### src/rtl/clk_gate_pkg.sv
// -----------------------------------------------------------------------------
// clk_gate_pkg
// Shared definitions for the multi-channel clock gate:
//   - ch_state_e   : per-channel gating FSM state
//   - DEF_NUM_CH   : default number of gated channels
//   - DEF_IDLE_W   : default width of the idle hysteresis counter
// -----------------------------------------------------------------------------
package clk_gate_pkg;

   typedef enum logic [1:0] {
      OFF   = 2'd0,  // gate closed, waiting for a request
      WAKE  = 2'd1,  // gate opening, first gated edge on the next posedge
      ON    = 2'd2,  // clock running, acknowledged
      DRAIN = 2'd3   // clock still running while the idle counter expires
   } ch_state_e;

   localparam int DEF_NUM_CH = 4;
   localparam int DEF_IDLE_W = 4;

endpackage : clk_gate_pkg

### src/rtl/clk_gate_cell.sv
// -----------------------------------------------------------------------------
// clk_gate_cell
// Glitch-free clock gate for one channel. The enable is captured while the
// source clock is low, so the AND output can only open or close between
// high phases and never produces a truncated pulse.
//   clk_i   : source clock
//   arst_ni : asynchronous active-low reset, closes the gate immediately
//   en_i    : gate enable (may change anywhere in the cycle)
//   gclk_o  : gated clock
// -----------------------------------------------------------------------------
module clk_gate_cell (
   input  logic clk_i,
   input  logic arst_ni,
   input  logic en_i,
   output logic gclk_o
);

   logic gate_d;
   logic gate_q;

   always_comb begin
      gate_d = en_i;
   end

   // Negedge capture: gate_q is stable for the whole high phase of clk_i.
   always_ff @(negedge clk_i or negedge arst_ni) begin
      if (!arst_ni) begin
         gate_q <= 1'b0;
      end else begin
         gate_q <= gate_d;
      end
   end

   assign gclk_o = gate_q & clk_i;

endmodule : clk_gate_cell

### src/rtl/clk_gate_mc.sv
// -----------------------------------------------------------------------------
// clk_gate_mc
// Multi-channel clock gate with request/acknowledge handshake and idle
// hysteresis. Each channel runs an independent OFF/WAKE/ON/DRAIN FSM; the
// channel enable drives a negedge-captured gate cell.
//   clk_i      : source clock for all channels
//   arst_ni    : asynchronous active-low reset
//   en_req_i   : per-channel clock request
//   busy_i     : per-channel activity flag, keeps the clock running
//   idle_thr_i : idle cycles tolerated before gating (sampled on ON->DRAIN)
//   force_on_i : test/scan override, opens every gate, FSMs unaffected
//   en_ack_o   : per-channel acknowledge, high in ON and DRAIN
//   gclk_o     : per-channel gated clock
// -----------------------------------------------------------------------------
module clk_gate_mc
   import clk_gate_pkg::*;
#(
   parameter int NUM_CH = DEF_NUM_CH,
   parameter int IDLE_W = DEF_IDLE_W
) (
   input  logic              clk_i,
   input  logic              arst_ni,
   input  logic [NUM_CH-1:0] en_req_i,
   input  logic [NUM_CH-1:0] busy_i,
   input  logic [IDLE_W-1:0] idle_thr_i,
   input  logic              force_on_i,
   output logic [NUM_CH-1:0] en_ack_o,
   output logic [NUM_CH-1:0] gclk_o
);

   ch_state_e         state_d [NUM_CH];
   ch_state_e         state_q [NUM_CH];
   logic [IDLE_W-1:0] cnt_d   [NUM_CH];
   logic [IDLE_W-1:0] cnt_q   [NUM_CH];
   logic [NUM_CH-1:0] ack_d;
   logic [NUM_CH-1:0] ack_q;
   logic [NUM_CH-1:0] ch_en;

   always_comb begin
      for (int c = 0; c < NUM_CH; c++) begin
         // NOTE: every combinational output gets a default first so no path
         // leaves it unassigned, which would otherwise infer a latch.
         state_d[c] = state_q[c];
         cnt_d[c]   = cnt_q[c];

         unique case (state_q[c])
            OFF: begin
               if (en_req_i[c]) state_d[c] = WAKE;
            end
            WAKE: begin
               state_d[c] = ON;
            end
            ON: begin
               if (!(en_req_i[c] || busy_i[c])) begin
                  state_d[c] = DRAIN;
                  cnt_d[c]   = idle_thr_i;
               end
            end
            DRAIN: begin
               // A request or busy flag wins over counter expiry.
               if (en_req_i[c] || busy_i[c]) begin
                  state_d[c] = ON;
               end else if (cnt_q[c] == '0) begin
                  state_d[c] = OFF;
               end else begin
                  cnt_d[c] = cnt_q[c] - IDLE_W'(1);
               end
            end
            default: state_d[c] = OFF;
         endcase

         // Registered acknowledge follows the next state.
         ack_d[c] = (state_d[c] == ON) || (state_d[c] == DRAIN);
      end
   end

   always_ff @(posedge clk_i or negedge arst_ni) begin
      if (!arst_ni) begin
         for (int c = 0; c < NUM_CH; c++) begin
            state_q[c] <= OFF;
            cnt_q[c]   <= '0;
         end
         ack_q <= '0;
      end else begin
         // NOTE: sequential state uses non-blocking assignments so every flop
         // samples the pre-edge values regardless of statement order.
         for (int c = 0; c < NUM_CH; c++) begin
            state_q[c] <= state_d[c];
            cnt_q[c]   <= cnt_d[c];
         end
         ack_q <= ack_d;
      end
   end

   always_comb begin
      for (int c = 0; c < NUM_CH; c++) begin
         ch_en[c] = (state_q[c] != OFF);
      end
   end

   assign en_ack_o = ack_q;

   for (genvar c = 0; c < NUM_CH; c++) begin : g_cell
      clk_gate_cell u_cell (
         .clk_i   (clk_i),
         .arst_ni (arst_ni),
         .en_i    (ch_en[c] | force_on_i),
         .gclk_o  (gclk_o[c])
      );
   end

endmodule : clk_gate_mc

### config.mk
export PLATFORM = sky130hd
export DESIGN_NAME = clk_gate_mc
export DESIGN_NICKNAME = d
export VERILOG_FILES = /design/src/rtl/clk_gate_pkg.sv /design/src/rtl/clk_gate_cell.sv /design/src/rtl/clk_gate_mc.sv
export SDC_FILE = /design/constraint.sdc
export NUM_CORES = 1
export LEC_CHECK = 0
export BUFFER_PORTS_ARGS = -buffer_cell sky130_fd_sc_hd__buf_2
export CELL_PAD_IN_SITES_DETAIL_PLACEMENT = 2
export CELL_PAD_IN_SITES_GLOBAL_PLACEMENT = 2
export CORE_MARGIN = 4
export CORE_UTILIZATION = 36
export CTS_CLUSTER_DIAMETER = 120
export DETAILED_ROUTE_END_ITERATION = 10
export PLACE_DENSITY = 0.86
export SETUP_SLACK_MARGIN = 0.05
export SYNTH_ARGS = -nofsm -noshare
export SYNTH_HDL_FRONTEND = slang
export SYNTH_SLANG_ARGS = --single-unit
### constraint.sdc
create_clock -name clk_i -period 1.62 [get_ports clk_i]
set_input_delay 0.081 -clock clk_i [delete_from_list [all_inputs] [get_ports clk_i]]
set_output_delay 0.081 -clock clk_i [all_outputs]
set_load 0.05 [all_outputs]
Word level (Yosys, flattened, before mapping)
Cells that the tools add are included.
Word-level totals
  input bits: 15
  output and inout port bits: 8
  bits in registers: 32
  word-level logic and storage cells: 121
Operators by class
  muxes and demuxes: 36
  reductions and logical operators: 28
  add/sub/neg operators: 4
  eq/ne operators: 32
  bitwise logic cells: 8
Operators by type and width (count)
  $mux W4: 12
  $eq A2 B2 Y1 const B: 16
  $mux W2: 16
  $pmux W2 S4: 4
  $pmux W4 S2: 4
  $ne A2 B2 Y1 const B: 12
  $logic_not A4 Y1: 4
  $reduce_and A4 Y1: 4
  $reduce_bool A2 Y1: 8
  $sub A4 B1 Y4 const B: 4
  $eq A2 B1 Y1 const B: 4
  $logic_not A2 Y1: 4
  $logic_or A1 B1 Y1: 8
  $and A1 B1 Y1: 4
  $or A1 B1 Y1: 4

Depth between registers and ports, before layout
Gate-level depths: netlist of run 1.
  depth after elaboration: 6
  depth in mapped cells: 5
  mapped depth without buffers: 5

By module
A second synthesis of run 1 with hierarchy kept.
Unflattened totals
  cells, all modules: 152
  area total of the unflattened synthesis: 1572.8 um^2
By module, submodules not included
  clk_gate_mc: sequential area each 625.6 um^2, cells each 144, area an instance 1447.6 um^2, instances 1
  clk_gate_cell: sequential area each 25.0 um^2, cells each 2, area an instance 31.3 um^2, instances 4

==> impl_metrics.json, run 1 <==
{
  "power_frac_seq_pct": 26.7,
  "core_area_sq_um": 4324,
  "dp.cells": 237,
  "synthDominantCellAreaShare_pct": 39.03,
  "area_delta_synth_final_pct": 43.25,
  "synth-main-ff-cell": "dfrtp_1",
  "stdcell_count": 264,
  "final_max_slew_viol_count": 0,
  "clk_pin_slew_ns": 0.06,
  "cts_tree": "built",
  "cap_viol_max_count": 0,
  "synth_top_cell_by_area": "dfrtp_1",
  "die-area_sq_um": 5584,
  "p_comb_share_pct": 24.5,
  "rr_startpoint": "state_q[3]",
  "synth.top_cells.by_area": "dfrtp_1 (39%), dfrtn_1 (6.2%), o2bb2ai_1 (4.4%)",
  "initialDrtViolationCount": 93,
  "clock_power_share_pct": 48.9,
  "grt_pass1_wl_um": 9680,
  "p_switching_mw": 1.475,
  "row_count": 24,
  "reg2reg_slack_ns": -0.11,
  "holdPathStages": 3,
  "ys_types": 34,
  "grt.total_usage_pct": 24.86,
  "wl_um": 6526,
  "synthArstFlopShare_pct": 100.0,
  "synth_area_sq_um": 1603,
  "place_congestion": 0.8651,
  "fillers": 445,
  "power_density_nw_per_um2": 1659,
  "synth_edf_count": 0,
  "die_w_um": 74.73,
  "ys_top_cells_by_count": "dfrtp_1 (25), a21oi_1 (13), nand2_1 (12), o21ai_0 (9)",
  "violations": "setup timing",
  "grt_max_degree": 13,
  "hold_end": "state_q[7]",
  "rsz0062_at_grt": "true",
  "cp.required_ns": 1.54,
  "fin_ws_ns": -0.3940,
  "p_int_mw": 2.333,
  "synth-seq-area-share_pct": 45.28,
  "synth_most_common_cell": "dfrtp_1",
  "hpwl_um": 3762,
  "power.total_mw": 3.808,
  "end_kind": "primary output",
  "syn_inst": 156,
  "crit_type": "flop to primary output",
  "hold_start": "busy_i[0]",
  "worstPathArrival_ns": 1.93,
  "fp.dieH_um": 74.73,
  "viasPerCell": 5.697,
  "clock_skew_ns": 0.02888,
  "io_buffers": 22,
  "leakage_nw": 1.012,
  "dr.pass1.iters": 4,
  "vias": 1504,
  "startpoint_type": "flop",
  "setup_viol": 12,
  "ant_nets": 0,
  "hold_violations": 0,
  "clk_latency_ns": 0.41,
  "io_pins": 23,
  "final_layout_size_suffix_gt1_share_pct": 44.81,
  "wire_per_inst_um": 24.72,
  "sw_frac_of_total_pct": 38.73,
  "worstMarginPinSlew_ns": 0.3922,
  "vdd_drop_max_mv": 1.152,
  "min_path_type": "input port to flop",
  "slew_headroom_pct": 73.83,
  "first_global_vias": 1800,
  "drc": 0,
  "cp_max_fo": 1,
  "place_ws_ns": -0.08993,
  "antenna_cells": 0,
  "avgSynthCellArea_sq_um": 10.27,
  "r2r-end": "g_cell[2].u_cell.gate_q",
  "start_util_pct": 37.07,
  "status": "complete, but fails checks",
  "ff2ff_path_depth": 1,
  "yosysWarningCount": 0,
  "overflow": 0,
  "synth_nets": 175,
  "ys_seq_elements": 29,
  "num-nets-final": 230,
  "antenna_found_initial": 0
}
worst max path at each step:
stage | start | to
final | g_cell[2].u_cell.gate_q | gclk_o[2]
after floorplan | state_q[1] | g_cell[3].u_cell.gate_q
after detailed placement | state_q[0] | g_cell[3].u_cell.gate_q
after global routing | g_cell[2].u_cell.gate_q | gclk_o[2]
after CTS | g_cell[3].u_cell.gate_q | gclk_o[3]
after global placement | state_q[7] | g_cell[0].u_cell.gate_q
power by group through the flow:
| stage | combinational [mW] | clock, mW | sequential [mW] |
|---|---|---|---|
| 2_1_floorplan | 0.416 | 0.597 | 0.998 |
| 3_3_place_gp | 0.610 | 0.530 | 0.990 |
| 3_5_place_dp | 0.674 | 0.530 | 1.01 |
| 4_1_cts | 0.768 | 1.89 | 1.00 |
| 5_1_grt | 1.02 | 1.95 | 1.03 |
| 6_report | 0.932 | 1.86 | 1.02 |
through the flow:
stage | util [%] | hold slack [ns] | cell area [sq um] | TNS [ns]
floorplan | - | -0.2146 | 1613 | -0.4656
global placement | 42.48 | -0.05670 | 1837 | -0.1728
detailed placement | 42.48 | -0.03992 | 1837 | -0.3822
CTS | 50.43 | 0.02619 | 2181 | -1.825
global route | 53.10 | 0.07275 | 2296 | -1.959
finish | 53.10 | 0.04689 | 2296 | -1.793
registers in the layout, indices dropped and copies added, names as in the netlist:
signal	flops
cnt_q	16
state_q	8
g_cell.u_cell.gate_q	4
en_ack_o	1
worst max-delay path: stages, from the launching register on:
cell and delay, ns:
dfrtn_1 0.43, and2_4 0.15, buf_8 0.13
per-layer routing:
| metal | global-route usage [%] | wire length, um | up-vias |
|---|---|---|---|
| li1 | - | - | 687 |
| met1 | 28.41 | 2705 | 766 |
| met2 | 42.15 | 3472 | 39 |
| met3 | 6.542 | 238 | 12 |
| met4 | 13.83 | 111 | 0 |
| met5 | 0 | 0 | - |
cell type report:
type	instances	area (sq um)	area share [%]
Multi-Input combinational cell	111	927.1	40.38
Sequential cell	29	725.7	31.61
Timing Repair Buffer	48	331.6	14.44
Clock buffer	15	211.5	9.210
Tap cell	52	65.06	2.834
Inverter	8	30.03	1.308
Clock inverter	1	5.005	0.2180
cell usage in the layout, fill, tap and decap left out, drive strengths merged, types with 2 or more instances in the layout:
cell	instances
and4bb	4
or3	4
o21ai	9
and3b	5
nor3	4
dfrtn	4
o2bb2ai	8
ha	4
nor4b	2
dlygate4sd3	5
mux2	4
inv	8
a22oi	4
nand2b	4
and4b	6
dfrtp	25
a21oi	13
buf	47
nor4	2
and2	4
nand2	12
or3b	2
nor2	6
nor3b	4
clkbuf	11
a211o	2
a31oi	4
logic make-up after synthesis:
family	count (synthesis)	synth area share (%)
mux	4	2.810
simple gates	62	27.09
compound gates	41	16.24
flops	29	45.28
buf+inv	16	5.464
fa+ha+maj	4	3.123
repair_timing:
action                                 CTS  global route
pin swaps                                8             8
endpoints found under the hold margin   29             0
setup endpoints to repair               18            24
gates resized for setup                 27            16
hold buffers                             5             0
setup buffers                            6             7
Power figures use the tool's default switching activity.
==> run 2: changes to the inputs <==
--- a/config.mk
+++ b/config.mk
@@ -5,14 +5,15 @@
 export SDC_FILE = /design/constraint.sdc
 export NUM_CORES = 1
 export LEC_CHECK = 0
+export ABC_AREA = 1
 export BUFFER_PORTS_ARGS = -buffer_cell sky130_fd_sc_hd__buf_2
 export CELL_PAD_IN_SITES_DETAIL_PLACEMENT = 2
 export CELL_PAD_IN_SITES_GLOBAL_PLACEMENT = 2
 export CORE_MARGIN = 4
-export CORE_UTILIZATION = 36
+export CORE_UTILIZATION = 32
 export CTS_CLUSTER_DIAMETER = 120
 export DETAILED_ROUTE_END_ITERATION = 10
-export PLACE_DENSITY = 0.86
+export PLACE_DENSITY = 0.87
 export SETUP_SLACK_MARGIN = 0.05
 export SYNTH_ARGS = -nofsm -noshare
 export SYNTH_HDL_FRONTEND = slang
==> run 2 against run 1 <==
Against the previous run: the run still ends with setup timing left; clock power about the same; via count increased by 23%; worst setup slack got worse by 0.0044 ns; critical endpoint is now gclk_o[1]; synthesized cell count increased by 58%; global-route usage decreased by 3.3 points; flip-flop and latch count unchanged; sequential power increased by 4%; critical path type unchanged.
==> impl_metrics.json, run 2 <==
{
  "status": "complete, but fails checks",
  "violations": "setup timing",
  "row_count": 26,
  "synthArstFlopShare_pct": 100.0,
  "io_pins": 23,
  "hold_start": "busy_i[0]",
  "core_area_sq_um": 5140,
  "cp.required_ns": 1.54,
  "worstPathArrival_ns": 1.94,
  "drc": 0,
  "synth-seq-area-share_pct": 42.27,
  "wl_um": 7636,
  "post_dp_cell_area_sq_um": 1939,
  "synth_area_sq_um": 1717,
  "power.total_mw": 4.020,
  "final_layout_size_suffix_gt1_share_pct": 25.59,
  "r2r-end": "g_cell[3].u_cell.gate_q",
  "min_path_type": "input port to flop",
  "fp.dieH_um": 81.24,
  "io_buffers": 22,
  "area_delta_synth_final_pct": 31.49,
  "grt_max_degree": 14,
  "startpoint_type": "flop",
  "clk_pin_slew_ns": 0.07,
  "slew_headroom_pct": 76.48,
  "die_w_um": 81.24,
  "synth-main-ff-cell": "dfrtp_1",
  "rsz0062_at_grt": "true",
  "hold_end": "state_q[7]",
  "clock_skew_ns": 0.02046,
  "synth_top_cell_by_area": "dfrtp_1",
  "vias": 1846,
  "cap_viol_max_count": 0,
  "end_kind": "primary output",
  "place_congestion": 0.7747,
  "cts_tree": "built",
  "antenna_cells": 0,
  "wire_per_inst_um": 20.81,
  "hold_violations": 0,
  "antenna_found_initial": 0,
  "cp_max_fo": 1,
  "synth_edf_count": 0,
  "final_area_sq_um": 2257,
  "ant_nets": 0,
  "yosysWarningCount": 0,
  "num-nets-final": 315,
  "top_register": "cnt_q",
  "synth_nets": 265,
  "final_max_slew_viol_count": 0,
  "leakage_nw": 1.176,
  "die-area_sq_um": 6600,
  "ff2ff_path_depth": 2,
  "overflow": 0,
  "power_density_nw_per_um2": 1781,
  "crit_type": "flop to primary output",
  "synth.top_cells.by_area": "dfrtp_1 (36%), nand2_1 (20%), inv_1 (7.9%)",
  "syn_inst": 246,
  "first_global_vias": 2090,
  "clk_latency_ns": 0.43,
  "mostFrequentLayoutCells": "nand2_1 (89), inv_1 (31), dfrtp_1 (25), nor2_1 (21)",
  "grt.total_usage_pct": 21.53,
  "ys_seq_elements": 29,
  "synth_most_common_cell": "nand2_1",
  "ys_top_cells_by_count": "nand2_1 (93), inv_1 (36), dfrtp_1 (25), nor2_1 (25), nand3_1 (14)",
  "viasPerCell": 5.030,
  "holdPathStages": 3,
  "hpwl_um": 4130,
  "avgSynthCellArea_sq_um": 6.978,
  "layout_commonest_cell": "nand2_1",
  "grt_pass1_wl_um": 10260,
  "initialDrtViolationCount": 112,
  "setup_viol": 9,
  "worstMarginPinSlew_ns": 0.3529,
  "start_util_pct": 33.40,
  "fin_ws_ns": -0.3984,
  "dr.pass1.iters": 4,
  "synthDominantCellAreaShare_pct": 36.44,
  "largest_register_ffs": 16,
  "reg_top3": "cnt_q x16, state_q x8, g_cell.u_cell.gate_q x4",
  "vdd_drop_max_mv": 1.007,
  "ys_types": 18,
  "rr_startpoint": "state_q[1]",
  "reg2reg_slack_ns": -0.03
}
## run 2: cell count changes in the layout (fill, tap and decap cells not counted), sizes merged, moves of 5 or more
cell / before / now
a21oi: 13 / 3
and3b: 5 / 0
and4b: 6 / 0
buf: 47 / 40
inv: 8 / 39
nand2: 12 / 95
nand3: 1 / 14
nor2: 6 / 34
o21ai: 9 / 16
o2bb2ai: 8 / 0
## run 2: logic make-up (layout without fill, tap and decap cells)
family,after synthesis,in the layout,synth area share [%]
flops,29,29,42.27
compound gates,21,21,6.268
fa+ha+maj,4,4,2.916
simple gates,146,146,36.95
buf+inv,46,97,11.59
## run 2: routing by layer
| layer | vias to the layer above | share of wire [%] | global-route usage [%] | routed length (um) |
|---|---|---|---|---|
| met4 | 0 | 4.1 | 10.81 | 315 |
| met2 | 65 | 52 | 37.36 | 3949 |
| met5 | - | 0 | 0 | 0 |
| met1 | 911 | 40 | 22.88 | 3021 |
| li1 | 843 | - | - | - |
| met3 | 27 | 4.6 | 7.871 | 349 |
## run 2: worst max-delay path by stage
stage                              end                    start  depth (start not counted)
2_1_floorplan  g_cell[1].u_cell.gate_q               state_q[5]                          2
4_1_cts                      gclk_o[1]  g_cell[1].u_cell.gate_q                          3
3_3_place_gp                 gclk_o[2]  g_cell[2].u_cell.gate_q                          3
6_report                     gclk_o[1]  g_cell[1].u_cell.gate_q                          3
3_5_place_dp                 gclk_o[1]  g_cell[1].u_cell.gate_q                          3
5_1_grt                      gclk_o[1]  g_cell[1].u_cell.gate_q                          3
## run 2: area by class of cell
class                      count  area [sq um]
fill                         645          2883
multi-input combinational    171         817.0
sequential                    29         725.7
timing repair buffer          42         285.3
clock buffer                  16         195.2
inverter                      35         131.4
tap                           70         87.58
clock inverter                 4         15.01
## run 2: timing repair
action                     in CTS  in global routing
hold endpoints to repair       30                  0
resized for setup              14                  8
hold buffers                    6                  0
setup buffers                   2                  7
setup endpoints to repair      10                 14
pin swaps                       4                  3
## run 2: worst max-delay path, cell delays in order (launching register included)
cell	delay (ns)
dfrtn_1	0.43
nand2_2	0.07
inv_2	0.06
buf_8	0.13
## run 2: power by group
part | internal, mW | switching (mW)
combinational | 0.365 | 0.748
clock | 0.859 | 0.988
sequential | 0.887 | 0.173
## run 2: stage by stage
step	std cells	util (%)	hold WS (ns)	setup TNS, ns	setup slack [ns]
global placement	340	37.73	-0.005616	0	0.04532
finish	367	43.91	0.01367	-1.572	-0.3984
global route	367	43.91	0.02861	-1.861	-0.4329
detailed placement	340	37.73	0.008157	0	0.002532
floorplan	246	-	-0.2146	0	0.06621
CTS	360	42.55	0.008995	-1.482	-0.4018
==> run 3: changes to the inputs <==
--- a/config.mk
+++ b/config.mk
@@ -10,10 +10,10 @@
 export CELL_PAD_IN_SITES_DETAIL_PLACEMENT = 2
 export CELL_PAD_IN_SITES_GLOBAL_PLACEMENT = 2
 export CORE_MARGIN = 4
-export CORE_UTILIZATION = 32
-export CTS_CLUSTER_DIAMETER = 120
+export CORE_UTILIZATION = 33
+export CTS_BUF_LIST = sky130_fd_sc_hd__clkbuf_4 sky130_fd_sc_hd__clkbuf_8
 export DETAILED_ROUTE_END_ITERATION = 10
-export PLACE_DENSITY = 0.87
+export PLACE_DENSITY = 0.89
 export SETUP_SLACK_MARGIN = 0.05
 export SYNTH_ARGS = -nofsm -noshare
 export SYNTH_HDL_FRONTEND = slang
==> run 3 against run 2 <==
Against the previous run: power up 2.8%; largest cell class unchanged; non-clock buffer count increased by 3; design area increased by 2.2%; critical endpoint is now gclk_o[0]; the run still ends with setup timing left; sequential share of layout area is 0.70 points lower; register-to-register slack better by 0.02 ns.
==> impl_metrics.json, run 3 (synthesis results as in run 2) <==
{
  "final_layout_size_suffix_gt1_share_pct": 27.33,
  "mostFrequentLayoutCells": "nand2_1 (88), inv_1 (31), dfrtp_1 (25), nor2_1 (21), buf_4 (20)",
  "clk_latency_ns": 0.42,
  "antenna_found_initial": 0,
  "ant_nets": 0,
  "crit_type": "flop to primary output",
  "ff2ff_path_depth": 2,
  "sw_frac_of_total_pct": 46.64,
  "fp.dieH_um": 80.13,
  "io_pins": 23,
  "cts_tree": "built",
  "reg_top3": "cnt_q x16, state_q x8, g_cell.u_cell.gate_q x4",
  "power_density_nw_per_um2": 1791,
  "viasPerCell": 5.196,
  "dr.pass1.iters": 4,
  "clock_power_share_pct": 46.9,
  "wl_um": 7980,
  "core_area_sq_um": 4880,
  "worstSetupStartpoint": "g_cell[0].u_cell.gate_q",
  "startpoint_type": "flop",
  "cap_viol_max_count": 0,
  "cp_max_fo": 1,
  "critPathCapture": "gclk_o[0]",
  "min_path_type": "input port to flop",
  "rsz0062_at_grt": "true",
  "layout_commonest_cell": "nand2_1",
  "hpwl_um": 4186,
  "p_switching_mw": 1.928,
  "fin_ws_ns": -0.3887,
  "final_core_util_pct": 47.28,
  "place_congestion": 0.7733,
  "num-nets-final": 318,
  "status": "complete, but fails checks",
  "hold_violations": 0,
  "die_w_um": 80.13,
  "p_comb_share_pct": 27.4,
  "setup_viol": 9,
  "antenna_cells": 0,
  "drc": 0,
  "rr_startpoint": "state_q[4]",
  "clk_pin_slew_ns": 0.07,
  "leakage_nw": 1.205,
  "r2r-end": "g_cell[1].u_cell.gate_q",
  "place_ws_ns": 0.01774,
  "top_register": "cnt_q",
  "p_int_mw": 2.205,
  "vdd_drop_max_mv": 0.8049,
  "wire_per_inst_um": 21.74,
  "first_global_vias": 2295,
  "worstMarginPinSlew_ns": 0.3775,
  "power_frac_seq_pct": 25.7,
  "end_kind": "primary output",
  "reg2reg_slack_ns": -0.01,
  "largest_register_ffs": 16,
  "violations": "setup timing",
  "overflow": 0,
  "final_max_slew_viol_count": 0,
  "worstPathArrival_ns": 1.93,
  "row_count": 25,
  "grt_pass1_wl_um": 12780,
  "io_buffers": 22,
  "die-area_sq_um": 6420,
  "grt.total_usage_pct": 27.93,
  "vias": 1907,
  "cp.required_ns": 1.54,
  "area_delta_synth_final_pct": 34.40,
  "slew_headroom_pct": 74.83,
  "initialDrtViolationCount": 93,
  "grt_max_degree": 15,
  "clock_skew_ns": 0.01753,
  "start_util_pct": 35.18
}
==> run 3: worst min path at each step <==
stage	startpoint	to	cells past startpoint
after floorplan	arst_ni	cnt_q[0]	0
after global placement	arst_ni	cnt_q[3]	1
after detailed placement	arst_ni	state_q[1]	1
after CTS	idle_thr_i[2]	cnt_q[14]	5
after global routing	busy_i[3]	state_q[0]	4
final	busy_i[3]	state_q[0]	4
==> run 3: metal layers <==
| metal | wire length (um) | GRT usage [%] | vias to the layer above |
|---|---|---|---|
| met5 | 0 | 0 | - |
| met4 | 401 | 17.23 | 0 |
| met3 | 451 | 9.193 | 36 |
| met2 | 4024 | 46.94 | 80 |
| met1 | 3103 | 30.13 | 945 |
| li1 | - | - | 846 |
==> run 3: repair_timing <==
| action | 4_1_cts | 5_1_grt |
|---|---|---|
| pin swaps | 7 | 2 |
| hold buffers | 7 | 0 |
| endpoints found under the setup margin | 12 | 15 |
| endpoints found under the hold margin | 30 | 0 |
| setup buffers | 8 | 4 |
| resized for setup | 11 | 13 |
==> run 3: area by class of cell <==
class	count	area, sq um
clock buffers	15	211.5
clock inverters	5	20.02
fillers	588	2572
inverters	35	131.4
repair buffers	45	310.3
well taps	67	83.83
multi-input cells	171	824.5
flip-flops and latches	29	725.7
==> run 3: critical path, stage by stage, from the launching register on <==
cell     delay, ns
dfrtn_1       0.43
nand2_2       0.07
inv_2         0.06
buf_8         0.14
==> run 3: power groups by stage <==
stage / sequential, mW / combinational [mW] / clock [mW]
after floorplan: 1.03 / 0.645 / 0.607
after global placement: 1.04 / 0.854 / 0.540
after detailed placement: 1.06 / 0.931 / 0.540
after CTS: 1.04 / 1.05 / 1.83
after global routing: 1.09 / 1.26 / 2.07
final: 1.06 / 1.13 / 1.94
==> run 3: through the flow <==
step                power (mW)  hold slack (ns)  TNS (ns)  instances  instance area, sq um
detailed placement       2.526         0.005369         0        336                  1928
global route             4.417           0.1114    -1.691        367                  2307
CTS                      3.920          0.05742    -1.517        363                  2246
finish                   4.133          0.08353    -1.500        367                  2307
floorplan                2.279          -0.2146         0        246                  1727
global placement         2.430         0.002359         0        336                  1928
